==> config.mk <==
export PLATFORM = sky130hd
export DESIGN_NAME = pc_redirect_ctrl
export DESIGN_NICKNAME = d
export VERILOG_FILES = /design/src/rtl/pc_redirect_ctrl.sv
export SDC_FILE = /design/constraint.sdc
export NUM_CORES = 1
export LEC_CHECK = 0
export ABC_AREA = 1
export CAP_MARGIN = 30
export CORE_ASPECT_RATIO = 0.6
export CORE_MARGIN = 3
export CORE_UTILIZATION = 43
export CTS_CLUSTER_DIAMETER = 30
export CTS_CLUSTER_SIZE = 20
export DETAILED_ROUTE_END_ITERATION = 8
export GPL_TIMING_DRIVEN = 1
export HOLD_SLACK_MARGIN = 0.08
export PLACE_DENSITY = 0.93
export SETUP_SLACK_MARGIN = 0.2
export SLEW_MARGIN = 30
export SYNTH_ARGS = -nofsm -noshare
export SYNTH_HDL_FRONTEND = slang
export SYNTH_SLANG_ARGS = --single-unit
==> constraint.sdc <==
create_clock -name CLK -period 1.81 [get_ports CLK]
set_input_delay 0.362 -clock CLK [delete_from_list [all_inputs] [get_ports CLK]]
set_output_delay 0.362 -clock CLK [all_outputs]
set_load 0.02 [all_outputs]
==> src/rtl/pc_redirect_ctrl.sv <==
// ---------------------------------------------------------------------------
// pc_redirect_ctrl
//
// Purpose:
//   Fetch-PC redirect and hazard controller for a short in-order pipeline.
//   It arbitrates between an EX-stage taken branch, an ID-stage jump, an
//   instruction-memory stall and a load-use hazard. It produces the fetch-PC
//   select and redirect address, and the fetch-hold and pipeline-kill
//   controls. A taken branch that resolves while fetch is frozen is parked
//   in a pending register and issued once the stall clears.
//
// Parameters:
//   TRAP_VECTOR  redirect target for misaligned jumps when the trap feature
//                is compiled in.
//
// Configuration macro:
//   REDIRECT_MISALIGN_TRAP_EN
//     defined -> a misaligned redirect goes to TRAP_VECTOR.
//     absent  -> a misaligned redirect has its low two bits cleared.
//
// Ports:
//   CLK         in   clock, rising edge
//   rst_n       in   asynchronous active-low reset
//   ExBrTaken   in   EX-stage branch resolved taken
//   ExBrTarget  in   [31:0] EX-stage branch target
//   IdJump      in   ID-stage unconditional jump decoded
//   IdJTarget   in   [31:0] ID-stage jump target
//   LoadUse     in   ID-stage load-use hazard
//   ExtStall    in   instruction memory not ready, pipeline frozen
//   PCS         out  1 = load JADDR as the next fetch PC
//   JADDR       out  [31:0] redirect address (0 when PCS = 0)
//   Flush       out  hold the fetch PC
//   FlushBack   out  hold the fetch PC and replay the previous PC
//   IFIDFlush   out  kill the IF/ID register
//   IDEXFlush   out  insert a bubble into ID/EX
//   Misalign    out  the issued redirect target had bits [1:0] != 0
//   RedirCnt    out  [15:0] count of issued redirects, wraps
// ---------------------------------------------------------------------------
module pc_redirect_ctrl #(
    parameter logic [31:0] TRAP_VECTOR = 32'h0000_0100
) (
    input  logic        CLK,
    input  logic        rst_n,
    input  logic        ExBrTaken,
    input  logic [31:0] ExBrTarget,
    input  logic        IdJump,
    input  logic [31:0] IdJTarget,
    input  logic        LoadUse,
    input  logic        ExtStall,
    output logic        PCS,
    output logic [31:0] JADDR,
    output logic        Flush,
    output logic        FlushBack,
    output logic        IFIDFlush,
    output logic        IDEXFlush,
    output logic        Misalign,
    output logic [15:0] RedirCnt
);

    typedef enum logic {
        RUN   = 1'b0,
        STALL = 1'b1
    } state_t;

    state_t      state_reg;
    state_t      state_next;
    logic        pend_valid_reg;
    logic        pend_valid_next;
    logic [31:0] pend_target_reg;
    logic [31:0] pend_target_next;
    logic [15:0] redir_cnt_reg;

    // Raw redirect decision and its un-sanitised target.
    logic        redir;
    logic [31:0] redir_target;
    logic        flush_raw;
    logic        flush_back_raw;
    logic        ifid_flush;
    logic        idex_flush;
    logic        misalign;

    // -----------------------------------------------------------------------
    // Next-state and output decode
    // -----------------------------------------------------------------------
    always_comb begin
        state_next       = state_reg;
        pend_valid_next  = pend_valid_reg;
        pend_target_next = pend_target_reg;
        redir            = 1'b0;
        redir_target     = 32'h0;
        flush_raw        = 1'b0;
        flush_back_raw   = 1'b0;
        ifid_flush       = 1'b0;
        idex_flush       = 1'b0;

        case (state_reg)
            RUN: begin
                if (ExBrTaken) begin
                    if (!ExtStall) begin
                        redir        = 1'b1;
                        redir_target = ExBrTarget;
                        ifid_flush   = 1'b1;
                        idex_flush   = 1'b1;
                    end else begin
                        // Branch resolved while fetch is frozen: park it
                        // and replay the previous PC until memory is ready.
                        pend_target_next = ExBrTarget;
                        pend_valid_next  = 1'b1;
                        flush_back_raw   = 1'b1;
                        state_next       = STALL;
                    end
                end else if (ExtStall) begin
                    // A stall outranks the ID jump and the load-use hazard;
                    // both are re-presented once the pipeline unfreezes.
                    flush_back_raw = 1'b1;
                    state_next     = STALL;
                end else if (IdJump) begin
                    redir        = 1'b1;
                    redir_target = IdJTarget;
                    ifid_flush   = 1'b1;
                end else if (LoadUse) begin
                    flush_raw  = 1'b1;
                    idex_flush = 1'b1;
                end
            end

            STALL: begin
                if (ExtStall) begin
                    flush_raw = 1'b1;
                    // Only the first branch seen during the stall is kept.
                    if (ExBrTaken && !pend_valid_reg) begin
                        pend_target_next = ExBrTarget;
                        pend_valid_next  = 1'b1;
                    end
                end else begin
                    state_next = RUN;
                    if (pend_valid_reg) begin
                        redir           = 1'b1;
                        redir_target    = pend_target_reg;
                        ifid_flush      = 1'b1;
                        idex_flush      = 1'b1;
                        pend_valid_next = 1'b0;
                    end
                end
            end
        endcase
    end

    // -----------------------------------------------------------------------
    // Redirect address sanitising
    // -----------------------------------------------------------------------
    assign misalign = redir && (redir_target[1:0] != 2'b00);

`ifdef REDIRECT_MISALIGN_TRAP_EN
    always_comb begin
        if (!redir) begin
            JADDR = 32'h0;
        end else if (misalign) begin
            JADDR = TRAP_VECTOR;
        end else begin
            JADDR = redir_target;
        end
    end
`else
    // TRAP_VECTOR only matters when the trap feature is compiled in.
    logic unused_trap_vector;
    assign unused_trap_vector = ^TRAP_VECTOR;

    always_comb begin
        if (!redir) begin
            JADDR = 32'h0;
        end else begin
            JADDR = {redir_target[31:2], 2'b00};
        end
    end
`endif

    // A redirect overrides any hold of the fetch PC.
    assign PCS       = redir;
    assign Flush     = flush_raw && !redir;
    assign FlushBack = flush_back_raw && !redir;
    assign IFIDFlush = ifid_flush;
    assign IDEXFlush = idex_flush;
    assign Misalign  = misalign;
    assign RedirCnt  = redir_cnt_reg;

    // -----------------------------------------------------------------------
    // State registers
    // -----------------------------------------------------------------------
    always_ff @(posedge CLK or negedge rst_n) begin
        if (!rst_n) begin
            state_reg       <= RUN;
            pend_valid_reg  <= 1'b0;
            pend_target_reg <= 32'h0;
            redir_cnt_reg   <= 16'h0;
        end else begin
            state_reg       <= state_next;
            pend_valid_reg  <= pend_valid_next;
            pend_target_reg <= pend_target_next;
            if (redir) begin
                redir_cnt_reg <= redir_cnt_reg + 16'd1;
            end
        end
    end

endmodule
==> metrics.yaml <==
cells_and_area:
  fin_area_mm2: 0.00503
  fin_util_pct: 80.2
  drive_above_1_share_pct: 31.2
  largest_reg_flops: 32
  nNetsFinal: 610
  antenna_cells: 0
  nFillCells: 393
  area_growth_syn_to_layout_pct: 76.4
global_route:
  grt-ovfl-total: 0
  antenna_found_initial: 0
  grt_pass1_wl_um: 15200
  grt_max_degree: 51
  grtUsageTotal_pct: 24.1
  grt_pass1_vias: 3172
route:
  route.vias.total: 3297
  drt_iter0_drc: 197
  via_per_inst: 5.29
  wl_um: 10200
  wire_per_inst_um: 16.4
  final_antenna_net_count: 0
  dr.pass1.iters: 5
  drc: 0
synth:
  avgSynthCellArea_um2: 7.26
  synth_area_mm2: 0.00285
  synth_seq_cells: 50
  synth.largest_area_cell: "dfrtp_1"
  synthAdderAreaFrac_pct: 0.439
  synth_compound_area_share_pct: 19.9
  yosysUniqueCellTypes: 25
  yosysTopAreaCellShare_pct: 43.9
  synthMuxAreaShare_pct: 0
  synth_top_family_by_area: "simple AND/OR/NAND/NOR gates"
  yosysWarnings: 0
  synth_xor_area_share_pct: 2.15
  synthCells: 393
  synth.area.top_cells: "dfrtp_1 (44%), o21ai_0 (10%), nand2_1 (9.9%), inv_1 (8.9%), o22ai_1 (6.6%)"
  synth-simple-area-share_pct: 20.0
  seq_area_frac_synth_pct: 43.9
clock_tree:
  cts_sinks: 50
  ctsRootBufferMaster: "clkbuf_8"
  htree_levels: 2
  clk_pin_slew_ps: 90
  worstSkewPairLatency_ps: 300
  tritoncts: "built"
  cts_buffers: 5
  clk_path_buf_depth: 2
worst_setup_path:
  critPathKind: "reg -> out"
  cp_data_required_time_ps: 1450
  crit_slowest_cell: "dfrtp_1"
  end_kind: "output pin"
  crit_arrival_ps: 1520
  crit_family: "flip-flops"
  critPathMaxFanout: 11
  worst_path_largest_cell_delay_ps: 430
  path_cells: "nor2_4 -> nand2_4 -> inv_4 -> buf_12 -> o21ai_2 -> o22ai_2 -> buf_6"
  critPathBufInv: 3
  start_kind: "flop"
sta:
  timing.final.crit_share_pct: 104
  finalSetupTns_ps: -962
  hold_viol_final: 0
  timing.final.ws_setup_ps: -74.7
  fmax_mhz: 531
  holdWs_ps: 514
  drv_slew: 0
  layout_min_cycle_time_ps: 1880
  clock_skew_ps: 8.72
  setup_viol: 27
  rsz0062_at_grt: "yes"
status:
  status: "finished, violations left"
  violations: "setup timing"
pwr:
  power_leakage_nw: 2.44
  vdd.ir_drop.worst_mv: 0.380
  power.total_mw: 3.46
  p_per_area_mw_per_mm2: 688
floorplan:
  initial_core_util_pct: 45.5
  die_area_mm2: 0.00768
  fp.dieH_um: 69.1
  row_count: 22
  die_x_um: 111
  num_io_pins: 124
  core_mm2: 0.00628
placement:
  gp_congestion: 0.857
  dp_hpwl_um: 6800
  place_area_mm2: 0.00439
  io_buffers: 121
hold_path:
  hold_path.class: "reg -> reg"
job:
  cap_viol_max_count: 0
==> kinds of logic after synthesis <==
kind of cell	after synthesis
simple gates	135
compound gates	106
buf+inv	93
flops	50
xor+xnor	7
fa+ha+maj	1
other cells	1
==> metrics by stage <==
step	cells	setup slack, ps
after global routing	623	-134
final	623	-74.7
after global placement	603	-681
after floorplan	394	219
after CTS	617	-43.8
after detailed placement	603	-798
==> synthesized netlist by cell type <==
| master | number |
|---|---|
| nor2_4 | 1 |
| o21ai_1 | 2 |
| buf_6 | 1 |
| xnor2_1 | 4 |
| nand2_1 | 75 |
| nand3_1 | 13 |
| buf_2 | 10 |
| nand3_2 | 1 |
| nand2_2 | 2 |
| conb_1 | 1 |
| inv_2 | 2 |
| o21ai_0 | 57 |
| dfrtp_1 | 50 |
| buf_4 | 4 |
| nor3_1 | 1 |
| xor2_1 | 3 |
| ha_1 | 1 |
| nor2_1 | 37 |
| clkbuf_1 | 8 |
| nand3_4 | 1 |
| a21oi_1 | 17 |
| inv_1 | 68 |
| nand4_1 | 3 |
| nand2_4 | 1 |
| o22ai_1 | 30 |
==> layout by cell type (no fill, tap or decap), drive strengths merged <==
master / netlist / routed
nor2: 38 / 38
dfrtp: 50 / 50
nand4: 3 / 3
conb: 1 / 2
a21oi: 17 / 17
xnor2: 4 / 4
nand2: 78 / 78
inv: 70 / 70
o21ai: 59 / 59
ha: 1 / 1
clkdlybuf4s15: 0 / 1
buf: 15 / 73
nand3: 15 / 15
nor3: 1 / 1
o22ai: 30 / 30
dlygate4sd2: 0 / 18
clkdlybuf4s50: 0 / 65
dlygate4sd3: 0 / 1
clkbuf: 8 / 8
xor2: 3 / 3
clkinvlp: 0 / 2
==> final timing paths <==
kind	startpoint	end	slack (ps)	cells after the start
setup / recovery	state_reg	JADDR[31]	-70	7
hold / removal	pend_target_reg[29]	pend_target_reg[29]	510	2
setup reg to reg	state_reg	pend_target_reg[9]	90	9
hold reg to reg	pend_target_reg[29]	pend_target_reg[29]	510	2
max in group asynchronous	rst_n	pend_target_reg[27]	1000	3
min in group asynchronous	rst_n	pend_target_reg[13]	580	3
==> worst register-to-register path: stages (launching register included) <==
cell and delay [ps]:
dfrtp_1 430, buf_6 150, buf_6 110, buf_6 120, buf_6 110, nand2_4 70, nand3_4 210, buf_12 260
nor2_2 100, a21oi_1 60
==> power by group <==
| group | internal, mW | switching (mW) | total, mW |
|---|---|---|---|
| clock | 0.265 | 0.367 | 0.631 |
| combinational | 0.651 | 0.710 | 1.36 |
| sequential | 1.30 | 0.170 | 1.47 |
| total | 2.22 | 1.25 | 3.46 |
==> cell type report <==
| cell class | count | area, um^2 | area share, % |
|---|---|---|---|
| inverters | 70 | 265 | 5.27 |
| clock inverters | 2 | 15.0 | 0.298 |
| clock buffers | 5 | 68.8 | 1.37 |
| well taps | 84 | 105 | 2.09 |
| repair buffers | 161 | 1680 | 33.4 |
| flip-flops and latches | 50 | 1250 | 24.9 |
| multi-input cells | 251 | 1650 | 32.7 |
==> metal layers <==
| layer | track usage [%] | routed length [um] | up-vias |
|---|---|---|---|
| met5 | 0 | 0 | - |
| met4 | 6.34 | 189 | 0 |
| met3 | 6.75 | 826 | 22 |
| met2 | 40.9 | 5090 | 174 |
| met1 | 30.6 | 4150 | 1555 |
| li1 | - | - | 1546 |
==> timing repair <==
| action | 4_1_cts | 5_1_grt |
|---|---|---|
| buffers inserted | 6 | 0 |
| hold endpoints to repair | 50 | 0 |
| cloned | 0 | 6 |
| gates resized for setup | 262 | 101 |
| pin swaps | 7 | 7 |
| setup endpoints to repair | 64 | 73 |
| hold buffers | 1 | 0 |
No activity file was read; power rests on OpenSTA's default activity.
